[config.mk]
export PLATFORM = sky130hd
export DESIGN_NAME = regbank_ctrl
export DESIGN_NICKNAME = d
export VERILOG_FILES = /design/src/rtl/regbank_ctrl.sv
export SDC_FILE = /design/constraint.sdc
export NUM_CORES = 1
export LEC_CHECK = 0
export ABC_AREA = 1
export CAP_MARGIN = 20
export CORE_MARGIN = 5
export CORE_UTILIZATION = 44
export CTS_CLUSTER_DIAMETER = 150
export DETAILED_ROUTE_END_ITERATION = 7
export PLACE_DENSITY = 0.77
export RECOVER_POWER = 25
export SYNTH_ARGS = -nofsm -noshare
export SYNTH_HDL_FRONTEND = slang
export SYNTH_SLANG_ARGS = --single-unit
[constraint.sdc]
create_clock -name clk -period 1.82 [get_ports clk]
set_input_delay 0.546 -clock clk [delete_from_list [all_inputs] [get_ports clk]]
set_output_delay 0.546 -clock clk [all_outputs]
set_load 0.005 [all_outputs]
[src/rtl/regbank_ctrl.sv]
// -----------------------------------------------------------------------------
// regbank_ctrl
//
// Command-driven initiator for an 8-entry x 8-bit register bank. It takes one
// command at a time (LDI / ADD / SUB / RD) over a valid/ready handshake. It
// drives the bank write port (we3/wa3/wd3) and both read ports (ra1/ra2). It
// returns one result per command over a valid/ready response channel. After
// every write it inserts two settle cycles, so the bank's write-to-read
// latency is always covered before the response is offered.
//
// Ports:
//   clk        clock, all state on the rising edge
//   rst        asynchronous reset, active low
//   cmd_valid  command present               cmd_ready  command accepted (IDLE)
//   cmd_op     00 LDI, 01 ADD, 10 SUB, 11 RD
//   cmd_rd     destination register          cmd_rs1/2  source registers
//   cmd_imm    immediate for LDI
//   we3/wa3/wd3  bank write enable / address / data
//   ra1/ra2      bank read addresses         rd1/rd2    bank read data (comb.)
//   rsp_valid  response present              rsp_ready  consumer accepts
//   rsp_data   result                        rsp_flag   ADD carry / SUB borrow
// -----------------------------------------------------------------------------
module regbank_ctrl (
    input  logic       clk,
    input  logic       rst,
    input  logic       cmd_valid,
    output logic       cmd_ready,
    input  logic [1:0] cmd_op,
    input  logic [2:0] cmd_rd,
    input  logic [2:0] cmd_rs1,
    input  logic [2:0] cmd_rs2,
    input  logic [7:0] cmd_imm,
    output logic       we3,
    output logic [2:0] wa3,
    output logic [7:0] wd3,
    output logic [2:0] ra1,
    output logic [2:0] ra2,
    input  logic [7:0] rd1,
    input  logic [7:0] rd2,
    output logic       rsp_valid,
    input  logic       rsp_ready,
    output logic [7:0] rsp_data,
    output logic       rsp_flag
);

    localparam logic [1:0] OP_LDI = 2'b00;
    localparam logic [1:0] OP_ADD = 2'b01;
    localparam logic [1:0] OP_SUB = 2'b10;
    localparam logic [1:0] OP_RD  = 2'b11;

    typedef enum logic [2:0] {
        S_IDLE,
        S_READ,
        S_WRITE,
        S_SET1,
        S_SET2,
        S_RESP
    } state_t;

    state_t     state_q, state_d;
    logic       live_q;              // low until the first edge after reset release
    logic [1:0] op_q, op_d;
    logic [2:0] rd_q, rd_d;
    logic [2:0] ra1_q, ra1_d;
    logic [2:0] ra2_q, ra2_d;
    logic [2:0] wa3_q, wa3_d;
    logic [7:0] wd3_q, wd3_d;
    logic [7:0] result_q, result_d;
    logic       flag_q, flag_d;

    // 9-bit arithmetic: bit 8 of the sum is the carry. Bit 8 of the
    // difference is the borrow, which is set exactly when rd1 < rd2.
    logic [8:0] sum9;
    logic [8:0] diff9;
    assign sum9  = {1'b0, rd1} + {1'b0, rd2};
    assign diff9 = {1'b0, rd1} - {1'b0, rd2};

    always_ff @(posedge clk or negedge rst) begin
        if (!rst) begin
            state_q  <= S_IDLE;
            live_q   <= 1'b0;
            op_q     <= OP_LDI;
            rd_q     <= 3'd0;
            ra1_q    <= 3'd0;
            ra2_q    <= 3'd0;
            wa3_q    <= 3'd0;
            wd3_q    <= 8'd0;
            result_q <= 8'd0;
            flag_q   <= 1'b0;
        end else begin
            state_q  <= state_d;
            live_q   <= 1'b1;
            op_q     <= op_d;
            rd_q     <= rd_d;
            ra1_q    <= ra1_d;
            ra2_q    <= ra2_d;
            wa3_q    <= wa3_d;
            wd3_q    <= wd3_d;
            result_q <= result_d;
            flag_q   <= flag_d;
        end
    end

    always_comb begin
        state_d  = state_q;
        op_d     = op_q;
        rd_d     = rd_q;
        ra1_d    = ra1_q;
        ra2_d    = ra2_q;
        wa3_d    = wa3_q;
        wd3_d    = wd3_q;
        result_d = result_q;
        flag_d   = flag_q;

        case (state_q)
            S_IDLE: begin
                // live_q keeps the block from accepting anything in the
                // reset-release cycle, to match the cmd_ready it shows.
                if (cmd_valid && live_q) begin
                    op_d = cmd_op;
                    rd_d = cmd_rd;
                    if (cmd_op == OP_LDI) begin
                        result_d = cmd_imm;
                        flag_d   = 1'b0;
                        wa3_d    = cmd_rd;
                        wd3_d    = cmd_imm;
                        state_d  = S_WRITE;
                    end else begin
                        ra1_d   = cmd_rs1;
                        ra2_d   = cmd_rs2;
                        state_d = S_READ;
                    end
                end
            end
            S_READ: begin
                case (op_q)
                    OP_ADD: begin
                        result_d = sum9[7:0];
                        flag_d   = sum9[8];
                    end
                    OP_SUB: begin
                        result_d = diff9[7:0];
                        flag_d   = diff9[8];
                    end
                    default: begin
                        result_d = rd1;
                        flag_d   = 1'b0;
                    end
                endcase
                if (op_q == OP_RD) begin
                    state_d = S_RESP;
                end else begin
                    wa3_d   = rd_q;
                    wd3_d   = result_d;
                    state_d = S_WRITE;
                end
            end
            S_WRITE: state_d = S_SET1;
            S_SET1:  state_d = S_SET2;
            S_SET2:  state_d = S_RESP;
            S_RESP: begin
                if (rsp_ready) begin
                    state_d = S_IDLE;
                end
            end
            default: state_d = S_IDLE;
        endcase
    end

    // These are decoded from state, so they fall the moment reset asserts.
    // Register 0 is hard-wired to zero, so a write aimed at it is suppressed.
    assign cmd_ready = live_q && (state_q == S_IDLE);
    assign we3       = (state_q == S_WRITE) && (wa3_q != 3'd0);
    assign rsp_valid = (state_q == S_RESP);

    assign wa3      = wa3_q;
    assign wd3      = wd3_q;
    assign ra1      = ra1_q;
    assign ra2      = ra2_q;
    assign rsp_data = result_q;
    assign rsp_flag = flag_q;

endmodule

==> results.json <==
{
  "diodes": 0,
  "maxSlewHeadroom_pct": 40.9,
  "cp_data_required_time_ns": 2.01,
  "synth_most_common_cell": "nand2_1",
  "finalPower_mw": 5.85,
  "antenna_found_initial": 0,
  "place.gp.congestion": 0.898,
  "postRouteAntennaNets": 0,
  "drc_errors": 0,
  "grt_pass1_vias": 2780,
  "internal-power_mw": 3.31,
  "io-pin-count": 68,
  "critPathKind": "input pin to flop",
  "numCtsBuffers": 5,
  "hold_buffers": 0,
  "slew_violations": 0,
  "rows": 27,
  "fmax_mhz": 519,
  "timing.rr.start": "state_q[1]$_DFFE_PN0P_",
  "outcome": "complete, but fails checks",
  "synth_common_cells": "nand2_1, inv_1, dfrtp_1",
  "drt_iter0_drc": 241,
  "finalHoldViolCount": 0,
  "fp.dieArea_mm2": 0.00730,
  "stdcell_area_mm2": 0.00408,
  "fin_ws_ns": -0.107,
  "vias": 2865,
  "yosys-top-cells-area": "dfrtp_1, nand2_1, ha_1, inv_1, nand3_1",
  "slowest_stage": "fa_2",
  "grt_pass1_wl_mm": 12.7,
  "finalSetupTns_ns": -0.992,
  "p_sw_mw": 2.54,
  "finalSetupViolCount": 19,
  "initial_core_util_pct": 45.5,
  "gr-total-overflow": 0,
  "worstMarginPinSlew_ns": 0.887,
  "rrSetupSlack_ns": -0.09,
  "drv_cap": 0,
  "post-place-ws_ns": -0.953,
  "drt_pass1_iterations": 4,
  "port_buffers": 67,
  "yosys_warnings": 0,
  "critPathCaptureType": "flop",
  "grt.total_usage_pct": 21.6,
  "drive_gt1_share_pct": 35.8,
  "clock-sinks": 35,
  "dp_cells": 531,
  "clockRootBuffer": "clkbuf_8",
  "arrival_ns": 2.11,
  "placed_cell_area_mm2": 0.00362,
  "p_comb_share_pct": 66.6,
  "r2r_end": "wa3[0]$_DFFE_PN0P_",
  "p_seq_share_pct": 24.1,
  "skew_ns": 0.0103,
  "crit_end": "wd3[4]$_DFFE_PN0P_",
  "synth_cell_types": 30,
  "core-area_mm2": 0.00551,
  "clk_path_buf_depth": 2,
  "clkLatencyLatePin_ns": 0.29,
  "critPathMaxStageDelay_ns": 0.36,
  "path_delay_family": "simple AND/OR/NAND/NOR gates",
  "final_util_pct": 74.1,
  "fin_crit_ns": 1.93,
  "yosys.area.top_type": "dfrtp_1",
  "synthesis.nets": 416,
  "htreeDepth": 2,
  "yosys.area.top_type_share_pct": 35.0,
  "final.period_utilization_pct": 106,
  "syn_to_final_growth_pct": 62.8,
  "yosysSeqAreaShare_pct": 35.0,
  "clk_pin_slew_ns": 0.07,
  "fp.dieH_um": 85.5,
  "hpwl_mm": 5.76,
  "vdd_drop_max_mv": 0.860,
  "min_path_type": "flop to flop",
  "cp.depth": 15,
  "fin_nets": 543,
  "cp_max_fo": 2,
  "synth_area_mm2": 0.00250,
  "ys_ff_latch": 35,
  "post_drt_via_cell_ratio": 5.16,
  "p_leak_nw": 2.07,
  "worstSetupStartpointType": "input pin",
  "crit_start": "rd1[0]",
  "instances_no_fill": 555,
  "grt_max_degree": 36,
  "cts_tree": "built",
  "swShare_pct": 43.4,
  "netlist_instances": 355,
  "p_per_area_mw_per_mm2": 1430,
  "cp_num_buf_inv": 3,
  "synth_edf_count": 0,
  "async_reset_ff_share_pct": 100,
  "avgSynthCellArea_um2": 7.06,
  "synth_ff_type": "dfrtp_1",
  "routed_wl_mm": 8.47,
  "cpMostUsedCell": "nand2_1",
  "rsz0062_at_grt": "true",
  "hold_ws_ns": 0.478,
  "dieWidth_um": 85.5,
  "post_drt_wl_per_cell_um": 15.3,
  "ff2ff_path_depth": 11,
  "p_clk_share_pct": 9.2,
  "worstPathCellList": "buf_12, inv_12, ha_4, inv_2, fa_2, nand2_2, nand2_2, and2_4, or2_4, nand3_2, nand3_2, nand2_1, nand2_1, nand2_1, nand2_1",
  "violations": "setup timing"
}
power by group through the flow:
stage,registers [mW],clock network (mW),logic [mW]
6_report,1.41,0.540,3.90
5_1_grt,1.45,0.582,4.23
4_1_cts,1.39,0.540,3.37
3_5_place_dp,1.38,0,3.16
3_3_place_gp,1.36,0,3.06
2_1_floorplan,1.39,0,1.67
registers in the layout, summed over array words and instances (netlist names):
name	flops
state_q	3
op_q	2
ra2	3
live_q	1
wa3	3
wd3	8
rsp_data	8
ra1	3
rsp_flag	1
rd_q	3
layer usage:
layer | part of all wire (%) | GRT usage, %
met2 | 52 | 37.6
met4 | 2.7 | 7.63
met5 | 0 | 0
met1 | 39 | 26.3
met3 | 6.7 | 4.17
repair_timing:
item                                    in CTS  in global routing
pin swaps                                   24                 25
endpoints found under the setup margin      23                 28
endpoints found under the hold margin        0                  0
gates resized for setup                     87                 65
buffers inserted                             4                 11
cloned                                       0                  1
cells in the final DEF (no fill, tap or decap), types with 2 or more instances in the layout:
cell type,instances
nor2_1,21
fa_2,2
ha_2,2
dfrtp_1,35
nor2_2,5
inv_2,15
a21oi_4,3
nand3_2,8
inv_1,27
o21ai_0,12
clkbuf_8,5
ha_1,9
nand3b_1,3
clkdlybuf4s15_1,2
clkbuf_1,2
nand2_2,19
mux2_2,6
buf_6,8
buf_4,51
inv_4,5
a21oi_2,4
dlymetal6s2s_1,2
clkbuf_2,9
nor3_4,3
o21ai_2,3
nand2_1,121
nand3_1,17
a21oi_1,4
clkdlybuf4s50_1,47
buf_2,5
buf_12,2
ha_4,9
final cells by class:
type                       count  area, um^2
fill                         373        1430
multi-input combinational    264        1710
timing repair buffer         127        1110
clock inverter                 1        5.00
tap                           72        90.1
sequential                    35         876
timing repair inverter         1        6.26
clock buffer                   7        76.3
inverter                      48         208
worst register-to-register path, stage by stage (launching register included):
cell and delay, ns:
dfrtp_1 0.44, buf_6 0.16, nor2_4 0.12, nand2_2 0.07, buf_6 0.13, buf_12 0.12
a21oi_4 0.15, inv_4 0.05, a21oi_4 0.25, clkinv_4 0.15, nand2_2 0.10, nand2_2 0.05
cell families (layout without fill, tap and decap cells):
family                     Yosys count  in the layout  synth area share (%)
muxes                                6              6                  2.70
other                                1              1                 0.150
DFF                                 35             35                  35.0
buffers and inverters               56            184                  9.19
and+or+nand+nor                    201            201                  32.8
AOI/OAI and AO/OA                   34             34                  8.64
adders and majority gates           22             22                  11.6
how the worst min path moves through the flow:
stage / startpoint / endpoint / slack (ns) / cells after the start
after floorplan: rst / live_q$_DFF_PN0_ / 0.25 / 0
after global placement: wd3[5]$_DFFE_PN0P_ / wd3[5]$_DFFE_PN0P_ / 0.46 / 2
after detailed placement: wd3[5]$_DFFE_PN0P_ / wd3[5]$_DFFE_PN0P_ / 0.47 / 2
after CTS: wd3[5]$_DFFE_PN0P_ / wd3[5]$_DFFE_PN0P_ / 0.48 / 2
after global routing: wd3[7]$_DFFE_PN0P_ / wd3[7]$_DFFE_PN0P_ / 0.52 / 2
final: wd3[3]$_DFFE_PN0P_ / wd3[3]$_DFFE_PN0P_ / 0.48 / 2
Power figures use the tool's default switching activity.
